==> src/rtl/matrix_load_sequencer.sv <==
// matrix_load_sequencer: takes the eight 2x2 operand elements (A00..A11, then
// B00..B11) one per valid/ready handshake and turns each one into a registered
// index/strobe/data write for the element-select decoder. It pulses load_done
// in the same cycle as the 8th write.
// Optional build macro TRANSPOSE_B_EN: B arrives column-major, so the middle
// two B slots are swapped (element 5 -> reg 6, element 6 -> reg 5).
module matrix_load_sequencer #(
  parameter int DATA_W = 8,
  parameter int IDX_W  = 3
) (
  input  logic              clk,
  input  logic              rst_n,
  input  logic              start,
  input  logic              abort,
  input  logic              in_valid,
  input  logic [DATA_W-1:0] in_data,
  output logic              in_ready,
  output logic [IDX_W-1:0]  sel,
  output logic              wr_en,
  output logic [DATA_W-1:0] wr_data,
  output logic              busy,
  output logic              load_done
);

  typedef enum logic [1:0] {IDLE = 2'd0, LOAD = 2'd1, DONE = 2'd2} state_e;

  state_e              state_q, state_d;
  logic [IDX_W-1:0]    cnt_q, cnt_d;
  logic [IDX_W-1:0]    sel_q, sel_d;
  logic [DATA_W-1:0]   wr_data_q, wr_data_d;
  logic                wr_en_q, wr_en_d;
  logic                load_done_q, load_done_d;
  logic                accept;

  // Element-order to register-index mapping.
  function automatic logic [IDX_W-1:0] map_idx(input logic [IDX_W-1:0] c);
`ifdef TRANSPOSE_B_EN
    case (c)
      IDX_W'(5): map_idx = IDX_W'(6);
      IDX_W'(6): map_idx = IDX_W'(5);
      default:   map_idx = c;
    endcase
`else
    map_idx = c;
`endif
  endfunction

  // Ready is a pure decode of state, so it drops asynchronously with reset.
  assign in_ready = (state_q == LOAD);
  assign accept   = in_valid & in_ready & ~abort;

  // Next-state and next-output logic; abort has priority over an offered element.
  always_comb begin
    state_d     = state_q;
    cnt_d       = cnt_q;
    sel_d       = sel_q;
    wr_data_d   = wr_data_q;
    wr_en_d     = 1'b0;
    load_done_d = 1'b0;
    case (state_q)
      IDLE: begin
        if (start) begin
          state_d = LOAD;
          cnt_d   = '0;
        end
      end
      LOAD: begin
        if (abort) begin
          state_d = IDLE;
          cnt_d   = '0;
        end else if (accept) begin
          sel_d     = map_idx(cnt_q);
          wr_data_d = in_data;
          wr_en_d   = 1'b1;
          cnt_d     = cnt_q + IDX_W'(1);
          if (cnt_q == IDX_W'(7)) begin
            state_d     = DONE;
            load_done_d = 1'b1;
          end
        end
      end
      DONE: begin
        // Single cycle; load_done and the 8th wr_en are both high here.
        state_d = IDLE;
      end
      default: begin
        state_d = IDLE;
        cnt_d   = '0;
      end
    endcase
  end

  // State and registered outputs; everything clears asynchronously on reset.
  always_ff @(posedge clk or negedge rst_n) begin
    if (!rst_n) begin
      state_q     <= IDLE;
      cnt_q       <= '0;
      sel_q       <= '0;
      wr_data_q   <= '0;
      wr_en_q     <= 1'b0;
      load_done_q <= 1'b0;
    end else begin
      state_q     <= state_d;
      cnt_q       <= cnt_d;
      sel_q       <= sel_d;
      wr_data_q   <= wr_data_d;
      wr_en_q     <= wr_en_d;
      load_done_q <= load_done_d;
    end
  end

  assign sel       = sel_q;
  assign wr_en     = wr_en_q;
  assign wr_data   = wr_data_q;
  assign load_done = load_done_q;
  assign busy      = (state_q != IDLE);

endmodule

==> config.mk <==
export PLATFORM = sky130hd
export DESIGN_NAME = matrix_load_sequencer
export DESIGN_NICKNAME = d
export VERILOG_FILES = /design/src/rtl/matrix_load_sequencer.sv
export SDC_FILE = /design/constraint.sdc
export NUM_CORES = 1
export LEC_CHECK = 0
export ABC_AREA = 1
export BUFFER_PORTS_ARGS = -buffer_cell sky130_fd_sc_hd__clkbuf_2
export CAP_MARGIN = 20
export CORE_MARGIN = 2
export CORE_UTILIZATION = 42
export CTS_BUF_LIST = sky130_fd_sc_hd__clkbuf_16
export DETAILED_ROUTE_END_ITERATION = 12
export PLACE_DENSITY = 0.76
export SETUP_SLACK_MARGIN = 0.05
export SYNTH_ARGS = -nofsm -noshare
export SYNTH_HDL_FRONTEND = slang
export SYNTH_SLANG_ARGS = --single-unit
==> constraint.sdc <==
create_clock -name clk -period 1.2 [get_ports clk]
set_clock_uncertainty 0.2 [all_clocks]
set_input_delay 0.18 -clock clk [delete_from_list [all_inputs] [get_ports clk]]
set_output_delay 0.18 -clock clk [all_outputs]
set_load 0.02 [all_outputs]
==> impl_results.md, run 1 <==
- Worst Path Max Fanout: 2
- Die area: around 2100 sq um
- CTS max path bufs: 2
- Buffer and inverter count on the worst path: 2
- IO Count: 28
- Sw Ratio: between 20% and 30%
- Global-route met1 utilization: 23.68%
- Crit path DAT: just under 1 ns
- Vias in the first global route: 697
- Detail Route Antenna Nets: 0
- Die Ht: between 40 and 50 microns
- Total power: about 2 mW
- Pins Over Slew Limit: 0
- Initial antenna violation count: 0
- Post-Synthesis Cells: just over 80
- Post-synthesis adder-cell area fraction: under 10%
- H-tree Lvls: 1
- DRC: 0
- Routability-driven placement congestion ratio: approximately 0.68
- Clock tree sinks: 18
- Worst setup SP type: flip-flop
- CTS tree: built
- Met3 Usage GRT: 4.706%
- Max incr delay on CP: 0.40 ns
- Worst Setup Slack, final: -0.1676 ns
- Mapped Area: between 700 and 800 sq um
- # rows: 15
- Area growth syn-to-layout: 77.96%
- Syn avg cell area: about 9.0 sq um
- Period utilisation layout: 114.0%
- Nets: 150
- WL final: between 2 and 2.5 mm
- Endpoints failing hold: 0
- Slew HR: 71.82%
- CTS Root Cell: clkbuf_16
- GRT Total Usage: between 20% and 30%
- IO buf count: 27
- Skew-Pair Late Insertion Delay: between 0.2 and 0.25 ns
- Area of the multi-input gates: between 300 and 400 sq um
- Failing checks: setup timing
- Maximum clock frequency: 731.2 MHz
- Syn Nets: approximately 100
- Largest net degree at the start of global routing: 19
- Maxcap violations: 0
- Router iterations before antenna repair: 3
- Worst path required time: between 0.8 and 0.9 ns
- Least-Margin Pin Slew: approximately 0.42 ns
- VDD IR max: 0.001464 V
- Antenna diodes: 0
- Total grt overflow: 0
- Post-synthesis sequential element count: 18
- Register area: 450.4 sq um
- Share of cells above drive strength 1: a little under half
- Seq/Total Area, Yosys: 60.10%
- Initial DRC count: 6
- Synth unique cells: 13
- Simple-gate share of the synthesized area: around 28%
- Core area: 1708 sq um
- First-pass GRT wire length: ~3 mm
- Switch Pwr: about 570 uW
- DP Area: roughly 940 sq um
- Filler Cell Count: approximately 120
- Die width: 46.24 microns
- Busiest grt layer: met2
- Worst Path Class, Setup: flip-flop to output pin
- Routed len/inst: between 10 and 15 microns
- CP Capture Type: output pin
- Compound-Gate Fraction of Synth Area: 2.671%
- Largest family of logic cells by synthesized area: simple AND/OR/NAND/NOR gates
- Synth Area in XOR/XNOR: 0%
- Worst-path cell chain: buf_6 > nor2_4 > buf_8
- Power Density: 1521 nW/um^2
- Final setup violation count: 19
- GRT met2 Usage: between 30% and 40%
- Sequential share of power: between 30% and 40%
- Int Pwr: about 1.5 mW
- DR vias: a little over 700
- Clock power share: 31.3%
- Fin crit period: roughly 1.4 ns
- Initial Util: around 44%
- Finished Cell Area: around 1300 sq um
- RSZ-0062 raised after global routing: true
- DR vias/cell: approximately 4.6
- Pleak: 0.7151 nW
- Syn. warnings: 0
- Delay-heaviest family, CP: flip-flops
- Post-DP HPWL: around 1 mm
- Comb pwr share: a little under a third
- Clock transition at path regs: around 0.050 ns
- Slowest CP cell: dfrtp_1
- Total CTS buffers: 3
- Mux cell area share after synthesis: 0%
- Status: finished with violations
- Reg2reg setup slack: -0.10 ns
- Tightest Hold Check Type: input port to flip-flop
## layout by cell type, fill, tap and decap left out
| cell type | n |
|---|---|
| buf_6 | 14 |
| o21ai_1 | 1 |
| inv_2 | 4 |
| nand2_2 | 5 |
| nand2_1 | 38 |
| buf_4 | 9 |
| nor2_4 | 2 |
| ha_2 | 1 |
| nor3_4 | 1 |
| nand3_1 | 1 |
| buf_8 | 1 |
| o21ai_2 | 1 |
| o21ai_0 | 2 |
| buf_12 | 1 |
| clkbuf_2 | 12 |
| clkbuf_8 | 1 |
| dfrtp_1 | 18 |
| inv_1 | 3 |
| nor2_2 | 2 |
| nand2_4 | 2 |
| clkbuf_16 | 3 |
| ha_4 | 1 |
| dlygate4sd3_1 | 10 |
## worst register-to-register path, stage by stage, from the launching register on
cell	delay, ns
dfrtp_1	0.40
inv_2	0.07
nand2_2	0.08
nor2_4	0.17
nand2_4	0.12
nand2_1	0.10
nand2_1	0.06
## metal layers
layer	routed length (microns)	vias up
li1	-	352
met1	826	357
met2	1185	14
met3	56	2
met4	18	0
met5	0	-
## through the flow
step                      setup slack, ns  TNS (ns)  instances  util, %  hold WS, ns
final                             -0.1676    -1.464        158    78.10       0.1164
after global routing              -0.1872    -2.479        158    78.10       0.1318
after CTS                         -0.1707    -1.158        154    71.87       0.1034
after detailed placement          -0.1352    -1.289        136    54.87     -0.06118
after global placement            -0.1040   -0.8886        136    54.87     -0.06200
after floorplan                  -0.03490   -0.2986         83        -      -0.3156
## synthesized netlist by cell type
master | count | area (sq um)
nor2_1 | 3 | 11.26
nor3_4 | 1 | 16.27
o21ai_0 | 4 | 20.02
nand3_1 | 1 | 5.000
ha_1 | 2 | 25.02
inv_2 | 2 | 7.510
dfrtp_1 | 18 | 450.4
buf_4 | 1 | 7.510
nand2_2 | 2 | 12.51
buf_6 | 1 | 11.26
nor2_2 | 1 | 6.260
inv_1 | 5 | 18.77
nand2_1 | 42 | 157.7
## area by class of cell
cell class | instances | share of cell area [%]
Clock buffer | 3 | 5.629
Inverter | 7 | 1.970
Multi-Input combinational cell | 57 | 23.73
Sequential cell | 18 | 33.77
Tap cell | 25 | 2.345
Timing Repair Buffer | 48 | 32.55
## what timing repair did
item	CTS	global route
hold buffers	10	0
resized for setup	23	37
cloned	1	0
endpoints found under the setup margin	28	33
buffers inserted	4	4
pin swaps	6	1
endpoints found under the hold margin	27	0
## power groups by stage
stage / logic (mW) / registers [mW] / clock network (mW)
after floorplan: 0.141 / 0.856 / 0
after global placement: 0.387 / 0.755 / 0
after detailed placement: 0.393 / 0.757 / 0
after CTS: 0.497 / 0.748 / 0.642
after global routing: 0.667 / 0.779 / 0.662
final: 0.622 / 0.772 / 0.635
## cell families (layout without fill, tap and decap cells)
group                    Yosys count  after routing
buffers and inverters              9             58
flip-flops                        18             18
AND/OR/NAND/NOR                   50             51
adder cells (fa/ha/maj)            2              2
AO/OA/AOI/OAI                      4              4
## sequential cells by signal, indices dropped and copies added (netlist names)
register and count:
wr_en 1, load_done 1, cnt_q 3, sel 3
state_q 2, wr_data 8
## worst paths after layout
check / startpoint / endpoint / cells after the start
setup / recovery: state_q[1] / in_ready / 3
max in group asynchronous: rst_n / state_q[0] / 2
hold / removal: in_valid / state_q[1] / 3
min in group asynchronous: rst_n / wr_data[7] / 2
setup reg to reg: state_q[1] / wr_data[7] / 6
hold reg to reg: wr_data[2] / wr_data[2] / 2
Note: power is estimated with default switching activity, not from simulation.
==> run 2, diff against run 1 <==
--- a/config.mk
+++ b/config.mk
@@ -12,7 +12,7 @@
 export CORE_UTILIZATION = 42
 export CTS_BUF_LIST = sky130_fd_sc_hd__clkbuf_16
 export DETAILED_ROUTE_END_ITERATION = 12
-export PLACE_DENSITY = 0.76
+export PLACE_DENSITY = 0.73
 export SETUP_SLACK_MARGIN = 0.05
 export SYNTH_ARGS = -nofsm -noshare
 export SYNTH_HDL_FRONTEND = slang
==> run 2 against run 1 <==
  * The flow still finishes with violations (setup timing)
  * Setup slack worse by 0.035 ns
  * Critical endpoint unchanged
  * Global-route usage is 0.11 points higher
  * Sequential share of layout area is 0.38 points lower
  * Hold slack worse by 0.0076 ns
  * Final area is 1.1% higher
  * Routed wire length is 6.6% higher
  * Combinational power is 9.8% higher
==> impl_results.md, run 2 (synthesis results as in run 1) <==
- Worst setup SP type: flip-flop
- Reg2reg path depth: 6 (unchanged)
- Maximum clock frequency: 713.1 MHz (-2.5%)
- CTS max path bufs: 2 (unchanged)
- Crit path DAT: 1.02 ns (+0.03 ns)
- CTS Root Cell: clkbuf_16
- Die area: 2138 sq um (unchanged)
- Area growth syn-to-layout: 79.97%
- WL final: 2.224 mm (+6.6%)
- Detail Route Antenna Nets: 0 (unchanged)
- Status: finished with violations
- Area of the multi-input gates: 329.1 sq um (+4.0%)
- Initial antenna violation count: 0 (unchanged)
- Post-DP HPWL: 1.059 mm (+3.0%)
- GRT Total Usage: 21.39% (+0.11 points)
- Worst Path Class, Setup: flip-flop to output pin
- DR vias/cell: 4.734 (+3.2%)
- Die width: 46.24 microns (unchanged)
- CP Capture Type: output pin
- CTS tree: built
- Failing checks: setup timing
- Hold path depth: 4 (+1)
- Routed len/inst: 14.08 microns (+6.6%)
- Vias in the first global route: 732 (+5.0%)
- DP Area: 944.7 sq um (+0.80%)
- Maxcap violations: 0 (unchanged)
- Finished Cell Area: 1349 sq um (+1.1%)
- Fin crit period: 1.402 ns (+0.03464 ns)
- Commonest cells after routing, fill and taps aside: nand2_1, dfrtp_1, clkbuf_2
- Filler Cell Count: 99 (-17%)
- RSZ-0062 raised after global routing: true
- Core area: 1708 sq um (unchanged)
- Register area: 450.4 sq um (unchanged)
- Initial Util: 43.88% (unchanged)
- Max incr delay on CP: 0.41 ns (about the same)
- H-tree Lvls: 1 (unchanged)
- Slew HR: 70.74% (-1.1 points)
- DRC: 0 (unchanged)
- Total CTS buffers: 3 (unchanged)
- Routability-driven placement congestion ratio: 0.6849 (about the same)
- Worst Setup Slack, final: -0.2023 ns (-0.03464 ns)
- Skew-Pair Late Insertion Delay: 0.24 ns (about the same)
- Worst path required time: 0.82 ns (about the same)
- Clock transition at path regs: 0.05 ns (about the same)
- Final setup violation count: 18 (-1)
- WHS: 0.1088 ns (-0.007614 ns)
- Least-Margin Pin Slew: 0.4389 ns (+0.01618 ns)
- IO buf count: 27 (unchanged)
- Commonest non-fill, non-tap cell in the layout: nand2_1
- Tightest Hold Check Type: input port to flip-flop
- # rows: 15 (unchanged)
- Pleak: 0.7198 nW (+0.66%)
- Power Density: 1560 nW/um^2 (+2.6%)
- Clock tree sinks: 18 (unchanged)
- Pins Over Slew Limit: 0 (unchanged)
- First-pass GRT wire length: 3.160 mm (+4.1%)
- VDD IR max: 0.001211 V (-17%)
- Worst-path cell chain: buf_6 > nor2_4 > buf_8
- Max reg flops: 8 (unchanged)
- Period utilisation layout: 116.9% (+2.9 points)
- Antenna diodes: 0 (unchanged)
- Router iterations before antenna repair: 4 (+1)
- Slowest CP cell: dfrtp_1
- Worst Path Max Fanout: 2 (unchanged)
- Die Ht: 46.24 microns (unchanged)
- IO Count: 28 (unchanged)
- Nets: 150 (unchanged)
- DR vias: 748 (+3.2%)
- Total grt overflow: 0 (unchanged)
- Initial DRC count: 15 (+9)
- Largest net degree at the start of global routing: 19 (unchanged)
- Endpoints failing hold: 0 (unchanged)
- Share of cells above drive strength 1: 47.37% (+2.3 points)
==> run 2: final timing paths <==
kind                            startpoint          to  slack [ns]
worst max-delay path            state_q[1]    in_ready       -0.20
worst min-delay path                 abort  state_q[0]        0.11
worst max register to register  state_q[1]      sel[0]       -0.20
worst min register to register  wr_data[0]  wr_data[0]        0.31
max in group asynchronous            rst_n  state_q[0]        0.28
min in group asynchronous            rst_n  wr_data[7]        0.21
==> run 2: area by class of cell <==
type | count | area share, %
multi-input cells | 57 | 24.40
inverters | 7 | 2.134
well taps | 25 | 2.319
clock buffers | 3 | 5.566
repair buffers | 48 | 32.19
flip-flops and latches | 18 | 33.40
==> run 2: worst max-delay path: cells and delay by family (launching register included) <==
family / cells / cell delay [ns]
DFF: 1 / 0.41
buffers and inverters: 2 / 0.26
and+or+nand+nor: 1 / 0.11
==> run 2: what timing repair did <==
action,4_1_cts,5_1_grt
pin swaps,5,8
hold buffers,10,0
hold endpoints to repair,27,0
resized for setup,29,29
cloned,1,0
setup endpoints to repair,30,33
buffers inserted,3,4
==> run 2: metrics by stage <==
stage / power [mW] / setup slack [ns] / std cells / utilization (%) / TNS [ns]
floorplan: 0.9973 / -0.03490 / 83 / - / -0.2986
global placement: 1.150 / -0.05420 / 137 / 55.31 / -0.3568
detailed placement: 1.161 / -0.1067 / 137 / 55.31 / -0.8695
CTS: 1.965 / -0.1887 / 154 / 73.70 / -1.017
global route: 2.184 / -0.2682 / 158 / 78.97 / -3.446
finish: 2.105 / -0.2023 / 158 / 78.97 / -2.343
==> run 2: where the power goes <==
part	internal (mW)	switching (mW)
registers	0.699	0.0681
clock network	0.438	0.216
logic	0.353	0.330
==> run 2: routing by layer <==
layer | up-vias | global-route usage (%) | share of wire [%]
li1 | 354 | - | -
met1 | 367 | 24.50 | 42
met2 | 23 | 38.06 | 53
met3 | 4 | 3.922 | 3.1
met4 | 0 | 9.714 | 1.8
met5 | - | 0 | 0
==> run 3, diff against run 2 <==
--- a/config.mk
+++ b/config.mk
@@ -8,11 +8,13 @@
 export ABC_AREA = 1
 export BUFFER_PORTS_ARGS = -buffer_cell sky130_fd_sc_hd__clkbuf_2
 export CAP_MARGIN = 20
+export CELL_PAD_IN_SITES_DETAIL_PLACEMENT = 0
+export CELL_PAD_IN_SITES_GLOBAL_PLACEMENT = 1
 export CORE_MARGIN = 2
-export CORE_UTILIZATION = 42
+export CORE_UTILIZATION = 30
 export CTS_BUF_LIST = sky130_fd_sc_hd__clkbuf_16
 export DETAILED_ROUTE_END_ITERATION = 12
-export PLACE_DENSITY = 0.73
+export PLACE_DENSITY_LB_ADDON = 0.1
 export SETUP_SLACK_MARGIN = 0.05
 export SYNTH_ARGS = -nofsm -noshare
 export SYNTH_HDL_FRONTEND = slang
==> run 3 against run 2 <==
  * The flow still finishes with violations (setup timing)
  * Critical path depth unchanged
  * Sequential cell count unchanged
  * Utilization is 25 points lower
  * Sequential share of layout area rose by 0.99 points
  * Critical path type unchanged
  * Largest power group unchanged
==> impl_results.md, run 3 (synthesis results as in run 1) <==
- Maxcap violations: 0 (unchanged)
- Worst path required time: 0.82 ns (about the same)
- Pleak: 0.7029 nW (-2.4%)
- CTS max path bufs: 2 (unchanged)
- Power Density: 1516 nW/um^2 (-2.8%)
- Detail Route Antenna Nets: 0 (unchanged)
- CTS tree: built
- Status: finished with violations
- RSZ-0062 raised after global routing: true
- CTS Root Cell: clkbuf_16
- Fin crit period: 1.357 ns (-0.04541 ns)
- Core area: 2432 sq um (+42%)
- Worst Path Class, Setup: flip-flop to output pin
- Reg2reg setup slack: -0.10 ns (+0.10 ns)
- Filler Cell Count: 230 (+130%)
- WHS: 0.1053 ns (-0.003508 ns)
- # rows: 18 (+3)
- Total CTS buffers: 3 (unchanged)
- Max reg flops: 8 (unchanged)
- VDD IR max: 0.0008935 V (-26%)
- Vias in the first global route: 569 (-22%)
- Commonest cells after routing, fill and taps aside: nand2_1, dfrtp_1, clkbuf_2
- Routed len/inst: 10.62 microns (-25%)
- DR vias: 681 (-9.0%)
- WL final: 1.710 mm (-23%)
- Global-route met1 utilization: 18.32% (-6.2 points)
- Commonest non-fill, non-tap cell in the layout: nand2_1
- Initial antenna violation count: 0 (unchanged)
- Endpoints failing hold: 0 (unchanged)
- Worst Path Max Fanout: 2 (unchanged)
- Total grt overflow: 0 (unchanged)
- Initial Util: 30.81% (-13 points)
- GRT met2 Usage: 18.70% (-19 points)
- Dpl ws: -0.1188 ns (-0.01209 ns)
- Least-Margin Pin Slew: 0.4441 ns (+0.005195 ns)
- Skew-Pair Late Insertion Delay: 0.24 ns (about the same)
- Maximum clock frequency: 737.0 MHz (+3.3%)
- Setup TNS: -1.225 ns (+1.118 ns)
- CP Capture Type: output pin
- Period utilisation layout: 113.1% (-3.8 points)
- Final setup violation count: 18 (unchanged)
- Met3 Usage GRT: 4.167% (+0.25 points)
- IO Count: 28 (unchanged)
- H-tree Lvls: 1 (unchanged)
- Share of cells above drive strength 1: 40.46% (-6.9 points)
- Reg2reg path depth: 5 (-1)
- Area growth syn-to-layout: 74.79%
- DR vias/cell: 4.230 (-11%)
- Die Ht: 53.98 microns (+17%)
- Routability-driven placement congestion ratio: 0.6719 (-1.9%)
- Pins Over Slew Limit: 0 (unchanged)
- Clock tree sinks: 18 (unchanged)
- Register area: 450.4 sq um (unchanged)
- Post-DP HPWL: 1.064 mm (+0.43%)
- Busiest grt layer: met2
- Initial DRC count: 5 (-10)
- DRC: 0 (unchanged)
- Largest net degree at the start of global routing: 19 (unchanged)
- Router iterations before antenna repair: 3 (-1)
- Slew HR: 70.39% (-0.35 points)
- Die width: 53.98 microns (+17%)
- Hold path depth: 3 (-1)
- Antenna diodes: 0 (unchanged)
- GRT Total Usage: 13.43% (-8.0 points)
- Area of the multi-input gates: 302.8 sq um (-8.0%)
- Crit path DAT: 0.98 ns (-0.04 ns)
- Die area: 2914 sq um (+36%)
- Tightest Hold Check Type: input port to flip-flop
- Failing checks: setup timing
- Clock transition at path regs: 0.05 ns (about the same)
- Worst setup SP type: flip-flop
- IO buf count: 27 (unchanged)
- First-pass GRT wire length: 2.594 mm (-18%)
- Worst Setup Slack, final: -0.1569 ns (+0.04541 ns)
- Nets: 148 (-1.3%)
[run 3: cell count changes in the layout (fill, tap and decap cells not counted), sizes merged]
cell	previous run	this run
buf	20	21
clkbuf	21	18
[run 3: layer usage]
metal  wire length, microns  up-vias
met5                      0        -
met4                     36        0
met3                     83        5
met2                    828       20
met1                    761      307
li1                       -      349
[run 3: worst max-delay path: stages (launching register included)]
cell and delay [ns]:
dfrtp_1 0.40, buf_6 0.13, nor2_4 0.09, buf_8 0.12
[run 3: through the flow]
stage | power [mW] | instance area [sq um] | instances | util (%)
2_1_floorplan | 0.9973 | 758.2 | 83 | -
3_3_place_gp | 1.155 | 950.9 | 142 | 39.09
3_5_place_dp | 1.160 | 950.9 | 142 | 39.09
4_1_cts | 1.930 | 1251 | 159 | 51.44
5_1_grt | 2.109 | 1310 | 161 | 53.86
6_report | 1.986 | 1310 | 161 | 53.86
[run 3: power breakdown]
group / switching (mW) / internal (mW) / total, mW
Combinational: 0.284 / 0.304 / 0.588
Sequential: 0.0652 / 0.700 / 0.765
Clock: 0.196 / 0.437 / 0.633
[run 3: final timing paths]
path / startpoint / to
worst max-delay path: state_q[1] / in_ready
min in group asynchronous: rst_n / state_q[1]
worst min-delay path: in_valid / state_q[1]
worst min register to register: wr_data[1] / wr_data[1]
max in group asynchronous: rst_n / sel[2]
worst max register to register: state_q[1] / cnt_q[0]
[run 3: cell type report]
| type | instances | share of cell area (%) |
|---|---|---|
| clock buffer | 3 | 5.731 |
| inverter | 7 | 2.006 |
| multi-input combinational | 57 | 23.11 |
| sequential | 18 | 34.38 |
| tap | 30 | 2.865 |
| timing repair buffer | 46 | 31.90 |
[run 3: what timing repair did]
action | 4_1_cts | 5_1_grt
gates resized for setup | 28 | 24
cloned | 1 | 0
hold endpoints to repair | 27 | 0
setup endpoints to repair | 30 | 33
buffers inserted | 3 | 2
hold buffers | 10 | 0
pin swaps | 5 | 1
